==> config.mk <==
export PLATFORM = sky130hd
export DESIGN_NAME = qpsk_demod
export DESIGN_NICKNAME = d
export VERILOG_FILES = /design/src/rtl/qpsk_pkg.sv /design/src/rtl/qpsk_correlator.sv /design/src/rtl/qpsk_demod.sv
export SDC_FILE = /design/constraint.sdc
export NUM_CORES = 2
export LEC_CHECK = 0
export CAP_MARGIN = 30
export CORE_MARGIN = 10
export CORE_UTILIZATION = 30
export CTS_CLUSTER_SIZE = 40
export DETAILED_ROUTE_END_ITERATION = 6
export SLEW_MARGIN = 20
export SYNTH_ARGS = -nofsm -noshare
export SYNTH_HDL_FRONTEND = slang
export SYNTH_SLANG_ARGS = --single-unit
==> constraint.sdc <==
create_clock -name clk -period 9.39 [get_ports clk]
set_input_delay 1.4085 -clock clk [delete_from_list [all_inputs] [get_ports clk]]
set_output_delay 1.4085 -clock clk [all_outputs]
set_load 0.05 [all_outputs]
==> src/rtl/qpsk_pkg.sv <==
// qpsk_pkg: shared QPSK sample width, symbol codes, demod states and accumulator sizing
package qpsk_pkg;
    localparam int SAMPLE_W = 16;
    localparam logic [1:0] SYM_PP = 2'b00;
    localparam logic [1:0] SYM_PN = 2'b01;
    localparam logic [1:0] SYM_NP = 2'b10;
    localparam logic [1:0] SYM_NN = 2'b11;
    typedef enum logic {IDLE, RUN} demod_state_t;
    function automatic int acc_width(input int sample_w, input int sym_len);
        return 2 * sample_w + $clog2(sym_len);
    endfunction
endpackage

==> src/rtl/qpsk_correlator.sv <==
// qpsk_correlator: one multiply / integrate-and-dump arm of the QPSK demodulator
// Ports: clk, rst (sync, active high); sample, carrier (signed inputs);
//        valid/first/last tags for the sample; corr (dumped correlation) with a one-cycle done strobe.
module qpsk_correlator #(
    parameter int SAMPLE_W = 16,
    parameter int ACC_W    = 38
) (
    input  logic                       clk,
    input  logic                       rst,
    input  logic signed [SAMPLE_W-1:0] sample,
    input  logic signed [SAMPLE_W-1:0] carrier,
    input  logic                       valid,
    input  logic                       first,
    input  logic                       last,
    output logic signed [ACC_W-1:0]    corr,
    output logic                       done
);
    import qpsk_pkg::*;
    localparam int PW = 2 * SAMPLE_W;
    logic signed [PW-1:0] prod;
    logic prod_valid, prod_first, prod_last;
    logic signed [ACC_W-1:0] acc, prod_ext, sum;
    assign prod_ext = {{(ACC_W - PW){prod[PW-1]}}, prod};
    assign sum = acc + prod_ext;
    always_ff @(posedge clk) begin
        if (rst) begin
            prod       <= '0;
            prod_valid <= 1'b0;
            prod_first <= 1'b0;
            prod_last  <= 1'b0;
            acc        <= '0;
            corr       <= '0;
            done       <= 1'b0;
        end else begin
            prod       <= PW'(sample) * PW'(carrier);
            prod_valid <= valid;
            prod_first <= first;
            prod_last  <= last;
            done       <= prod_valid & prod_last;
            // the first sample of a symbol loads instead of adding, which also discards any partial symbol
            if (prod_valid)
                acc <= prod_first ? prod_ext : sum;
            if (prod_valid & prod_last)
                corr <= sum;
        end
    end
endmodule

==> src/rtl/qpsk_demod.sv <==
// qpsk_demod: coherent QPSK symbol demodulator with integrate-and-dump and a valid/ready output register
// Ports: clk, rst (sync, active high); sin, cos, sample_in qualified by sample_valid, sym_start marks sample 0;
//        rx_sym/i_corr/q_corr held under rx_valid until rx_ready; rx_overrun sticky until reset.
module qpsk_demod #(
    parameter int SAMPLE_W = qpsk_pkg::SAMPLE_W,
    parameter int SYM_LEN  = 64,
    parameter int ACC_W    = qpsk_pkg::acc_width(SAMPLE_W, SYM_LEN)
) (
    input  logic                       clk,
    input  logic                       rst,
    input  logic signed [SAMPLE_W-1:0] sin,
    input  logic signed [SAMPLE_W-1:0] cos,
    input  logic signed [SAMPLE_W-1:0] sample_in,
    input  logic                       sample_valid,
    input  logic                       sym_start,
    output logic [1:0]                 rx_sym,
    output logic                       rx_valid,
    input  logic                       rx_ready,
    output logic signed [ACC_W-1:0]    i_corr,
    output logic signed [ACC_W-1:0]    q_corr,
    output logic                       rx_overrun
);
    import qpsk_pkg::*;
    localparam int CW = $clog2(SYM_LEN);
    demod_state_t state;
    logic [CW-1:0] cnt, cur;
    logic take, first, last, i_done, q_done, done;
    logic signed [ACC_W-1:0] i_dump, q_dump;
    logic [1:0] sym;
    // in IDLE only a sym_start sample is accepted; it becomes sample 0 and enters RUN
    assign take  = sample_valid & ((state == RUN) | sym_start);
    assign cur   = sym_start ? '0 : cnt;
    assign first = cur == '0;
    assign last  = cur == CW'(SYM_LEN - 1);
    assign done  = i_done & q_done;
    assign sym   = i_dump[ACC_W-1] ? (q_dump[ACC_W-1] ? SYM_NN : SYM_PN)
                                   : (q_dump[ACC_W-1] ? SYM_NP : SYM_PP);

    qpsk_correlator #(.SAMPLE_W(SAMPLE_W), .ACC_W(ACC_W)) u_i (
        .clk(clk), .rst(rst), .sample(sample_in), .carrier(sin),
        .valid(take), .first(first), .last(last), .corr(i_dump), .done(i_done)
    );
    qpsk_correlator #(.SAMPLE_W(SAMPLE_W), .ACC_W(ACC_W)) u_q (
        .clk(clk), .rst(rst), .sample(sample_in), .carrier(cos),
        .valid(take), .first(first), .last(last), .corr(q_dump), .done(q_done)
    );

    always_ff @(posedge clk) begin
        if (rst) begin
            state      <= IDLE;
            cnt        <= '0;
            rx_sym     <= SYM_PP;
            rx_valid   <= 1'b0;
            i_corr     <= '0;
            q_corr     <= '0;
            rx_overrun <= 1'b0;
        end else begin
            if (take) begin
                state <= RUN;
                cnt   <= last ? '0 : cur + 1'b1;
            end
            if (done) begin
                rx_sym   <= sym;
                rx_valid <= 1'b1;
                i_corr   <= i_dump;
                q_corr   <= q_dump;
                if (rx_valid & ~rx_ready)
                    rx_overrun <= 1'b1;
            end else if (rx_ready) begin
                rx_valid <= 1'b0;
            end
        end
    end
endmodule

Word-level counts from Yosys, hierarchy flattened
Cells that the tools add are included.

Register bits: 307. Input bits: 53. Output and inout port bits: 80. Word-level logic and storage cells: 40.

Add/sub/neg operators: 3. Multiply operators: 2. Equality and inequality tests: 1. Mux-type cells: 9. Bitwise logic cells: 5. Reduce and logical (&&, ||, !) cells: 3.

Operators by type and width (number): adder 38 x 32 -> 38 bit (2); two-way mux 38 bit (2); multiplier 16 x 16 -> 32 bit (2); two-way mux 6 bit (2); adder 6 x 1 -> 6 bit, second input constant (1); == test 6 bit, second input constant (1); logical NOT 6 bit (1); two-way mux 2 bit (3); bitwise AND 1 bit (3); two-way mux 1 bit (2); AND reduction 2 bit (1); nonzero test 2 bit (1); inverter 1 bit (1); bitwise OR 1 bit (1).

Longest topological paths before layout
Word-level depth: 3. Mapped depth: 24. Mapped depth without buffers: 23.

By module
A second synthesis with hierarchy kept.

Cell total of the unflattened synthesis: 3946. Area, all modules: 34254.1 sq um.

By module, submodules not included: qpsk_correlator at u_i (times used 1, cells each 1784, area an instance 15620.0 sq um, sequential area each 2242.2 sq um); qpsk_correlator at u_q (times used 1, cells each 1766, area an instance 15493.6 sq um, sequential area each 2242.2 sq um); qpsk_demod (times used 1, cells each 396, area an instance 3140.5 sq um, sequential area each 1701.6 sq um).

Worst setup path before layout
OpenSTA, ideal clock, no wires.

Path kind: input to register. From: in sample_in[15]. To: reg u_i.prod[31]. Setup time: 0.128 ns. Arrival time: 6.885 ns. Required time: 9.262 ns. Slack: 2.377 ns. Cell stages on the path: 22. Path buffers: 1. Cells stage by stage: clkbuf_1 nand2_1 inv_1 fa_1 fa_1 fa_1 fa_1 fa_1 inv_1 fa_1 inv_1 ha_1 a21o_1 a21o_1 nor3b_1 nor2_1 o21ai_1 o21a_1 o21ai_1 o31ai_1 xnor2_1 nor2_1.

Longest elaborated chain between the ends: 1.

Ends and longest elaborated chain: from (decl) (RTL line qpsk_demod.sv:13) `input logic signed [SAMPLE_W-1:0] sample_in,`; multiplier 16 x 16 -> 32 bit (RTL line qpsk_correlator.sv:35) `prod <= PW'(sample) * PW'(carrier);`; to (signal assigned) (RTL line qpsk_correlator.sv:35); to (decl) (RTL line qpsk_correlator.sv:20) `logic signed [PW-1:0] prod;`.

No other way between the ends. A chain may end at the register's enable or synchronous reset.

Worst setup path in the final report
From: in cos[1]. To: reg u_q.prod[30].

Longest elaborated chain between the ends: 1.

Ends and longest elaborated chain: from (decl) (RTL line qpsk_demod.sv:12) `input logic signed [SAMPLE_W-1:0] cos,`; multiplier 16 x 16 -> 32 bit (RTL line qpsk_correlator.sv:35); to (signal assigned) (RTL line qpsk_correlator.sv:35); to (decl) (RTL line qpsk_correlator.sv:20).

No other way between the ends.

==> results.ini <==
[status]
status=finished clean

[floorplanning]
die_x_um=357
io_pins=133
dieArea_um2=127000
die_h_um=357
core_area_um2=112000
start_util_pct=30.2
core.rowCount=123

[sta]
slew_violations=0
rsz0062_at_grt=no
period_needed_ns=7.88
slew_headroom_pct=30.7
min_period_over_period_pct=84.0
fmax_mhz=127
tns_ns=0
hold_violations=0
finClkSkew_ns=0.0170
setup_viol=0
worstMarginPinSlew_ns=1.04

[worst_setup_path]
crit_cells=21
startpoint_type=input port
worstPathCellList=clkdlybuf4s50_1 > nand2_1 > inv_1 > fa_1 > fa_1 > fa_1 > fa_1 > fa_1 > inv_1 > fa_1 > inv_1 > ha_1 > nand2_1 > nor2_1 > and3_1 > nand3_1 > o21ai_0 > a41oi_1 > a211oi_1 > xnor2_1 > nor2_1
crit_family=adder cells
cp.arrival_ns=8.28
path_buf_inv=4
cp_max_fo=16
worstPathRequired_ns=9.79
cp_slowest_cell=clkdlybuf4s50_1
reg2reg_depth=13
critPathCaptureType=flip-flop
critPathMaxStageDelay_ns=0.94
crit_path_frequent_cell=fa_1
critPathKind=input port to flip-flop

[placed_design]
place_congestion=0.854
port_buffers=132
dp_hpwl_um=67800

[synth]
netlist_instances=3846
synth-edff-count=0
async_flop_share_pct=0
synth_nets=4665
avgSynthCellArea_um2=8.83
synth_cell_type_count=76
ys_ff_latch=305
synth_area_um2=34000
ys_seq_area_share_pct=18.0
ys.flop_type=dfxtp_1
yosysWarnings=0

[routing]
drt-total-wl_um=85700
wl_per_cell_um=15.8
drcViolationCount=0
ant_nets=0
viasPerCell=4.71
vias=25500
drt_iter0_drc=1382
drtPass1Iterations=5

[clocking]
cts_made_buffers=38
cts_hold_buf=0
htree_levels=2
clockRootBuffer=clkbuf_16
cts_tree=done
postCtsSetupRepairBufs=0
clk_pin_slew_ns=0.06
postCtsResizedCells=0
clock_path_buffers=3
clk_latency_ns=0.54
clkSinkCount=305

[global_route]
grt_pass1_wl_um=142000
grt_max_degree=201
overflow=0
grt_use_total_pct=13.4
grt_pass1_vias=26100
grt_antenna_before_repair=1

[finish]
final_common_cell=inv_1
final_cell_mix=604 x inv_1, 526 x fa_1, 432 x nand2_1, 324 x nor2_1, 302 x dfxtp_1
fillers=11600
n_antenna_cell=0
syn_to_final_growth_pct=12.2
drive_gt1_share_pct=3.30
nets=4701

[min_path]
hold_class=flip-flop to flip-flop
hold_depth=2

[flow_run]
cap_violations=0

sequential cells by signal (all words and copies together) (netlist names), 2 cells and up:
name      flops
cnt           6
u_i.acc      38
u_i.corr     38
u_q.prod     32
rx_sym        2
u_i.prod     32
u_q.acc      38
i_corr       37
u_q.corr     38
q_corr       37
Yosys cell counts (all sizes together), types with 4 or more instances:
| master | n | area (µm²) |
|---|---|---|
| or3 | 13 | 81.3 |
| nand3 | 38 | 195 |
| and2 | 250 | 1560 |
| a21o | 55 | 413 |
| o21ai | 116 | 584 |
| o21a | 23 | 173 |
| a211oi | 49 | 368 |
| nand4 | 17 | 106 |
| clkbuf | 158 | 593 |
| a31o | 6 | 52.6 |
| and3 | 21 | 131 |
| nor3b | 12 | 90.1 |
| o22ai | 4 | 25.0 |
| a211o | 7 | 61.3 |
| inv | 605 | 2270 |
| a21boi | 5 | 37.5 |
| o211ai | 28 | 210 |
| or2 | 5 | 31.3 |
| xor2 | 53 | 464 |
| nand2 | 433 | 1630 |
| a311oi | 20 | 175 |
| mux2i | 103 | 1030 |
| o211a | 6 | 60.1 |
| a31oi | 23 | 159 |
| nand2b | 27 | 169 |
| dfxtp | 305 | 6110 |
| ha | 240 | 3000 |
| buf | 21 | 86.3 |
| a21oi | 165 | 833 |
| fa | 526 | 10500 |
| xnor2 | 69 | 604 |
| o21bai | 14 | 109 |
| nor4 | 6 | 37.5 |
| nor3 | 21 | 105 |
| nor2b | 24 | 150 |
| a2111oi | 7 | 92.6 |
| nor2 | 324 | 1220 |
cell families (layout without fill, tap and decap cells):
logic type,Yosys count,count (layout),share of synthesized area [%]
compound gates,562,562,10.8
flops,305,305,18.0
fa+ha+maj,766,766,39.8
buf+inv,784,848,8.68
mux,103,103,3.03
xor+xnor,122,122,3.15
simple gates,1204,1204,16.5
metrics by stage:
| step | instance area (µm²) | cells | setup WS [ns] | utilization, % | hold slack, ns |
|---|---|---|---|---|---|
| 4_1_cts | 38100 | 5409 | 1.58 | 33.9 | 0.455 |
| 5_1_grt | 38100 | 5410 | 1.10 | 33.9 | 0.469 |
| 2_1_floorplan | 34000 | 3846 | 2.38 | - | 0.432 |
| 3_5_place_dp | 36800 | 5341 | 1.01 | 32.8 | 0.448 |
| 6_report | 38100 | 5410 | 1.51 | 33.9 | 0.450 |
| 3_3_place_gp | 36800 | 5341 | 1.10 | 32.8 | 0.441 |
worst min-delay path, delay by kind of cell, from the launching register on:
kind	cells	cell delay, ns
AO/OA/AOI/OAI	1	0.05
AND/OR/NAND/NOR	1	0.05
flip-flops	1	0.31
layer usage:
metal	GRT usage, %	part of all wire (%)	wire length, µm
met5	0	0.015	13
met1	20.9	53	45100
met4	2.14	1.1	938
met3	2.34	6.3	5430
met2	19.3	40	34200
area by class of cell:
type                       count  area [µm²]  area share, %
sequential                   305        6110           16.0
timing repair buffer         175        1670           4.38
tap                         1500        1880           4.92
clock inverter                13         168          0.440
clock buffer                  55        1110           2.90
inverter                     605        2270           5.96
multi-input combinational   2757       24900           65.4
path summary, 6_finish.rpt:
| kind | from | end | slack [ns] |
|---|---|---|---|
| worst max-delay path | cos[1] | u_q.prod[30]$_SDFF_PP0_ | 1.51 |
| worst min-delay path | u_q.corr[33]$_SDFFE_PP0P_ | u_q.corr[33]$_SDFFE_PP0P_ | 0.45 |
| worst max register to register | u_i.acc[0]$_SDFFE_PP0P_ | u_i.acc[34]$_SDFFE_PP0P_ | 6.08 |
| worst min register to register | u_q.corr[33]$_SDFFE_PP0P_ | u_q.corr[33]$_SDFFE_PP0P_ | 0.45 |
Power is not shown: default switching activity piles up to over one toggle a cycle in this logic, so the estimate is an artifact.
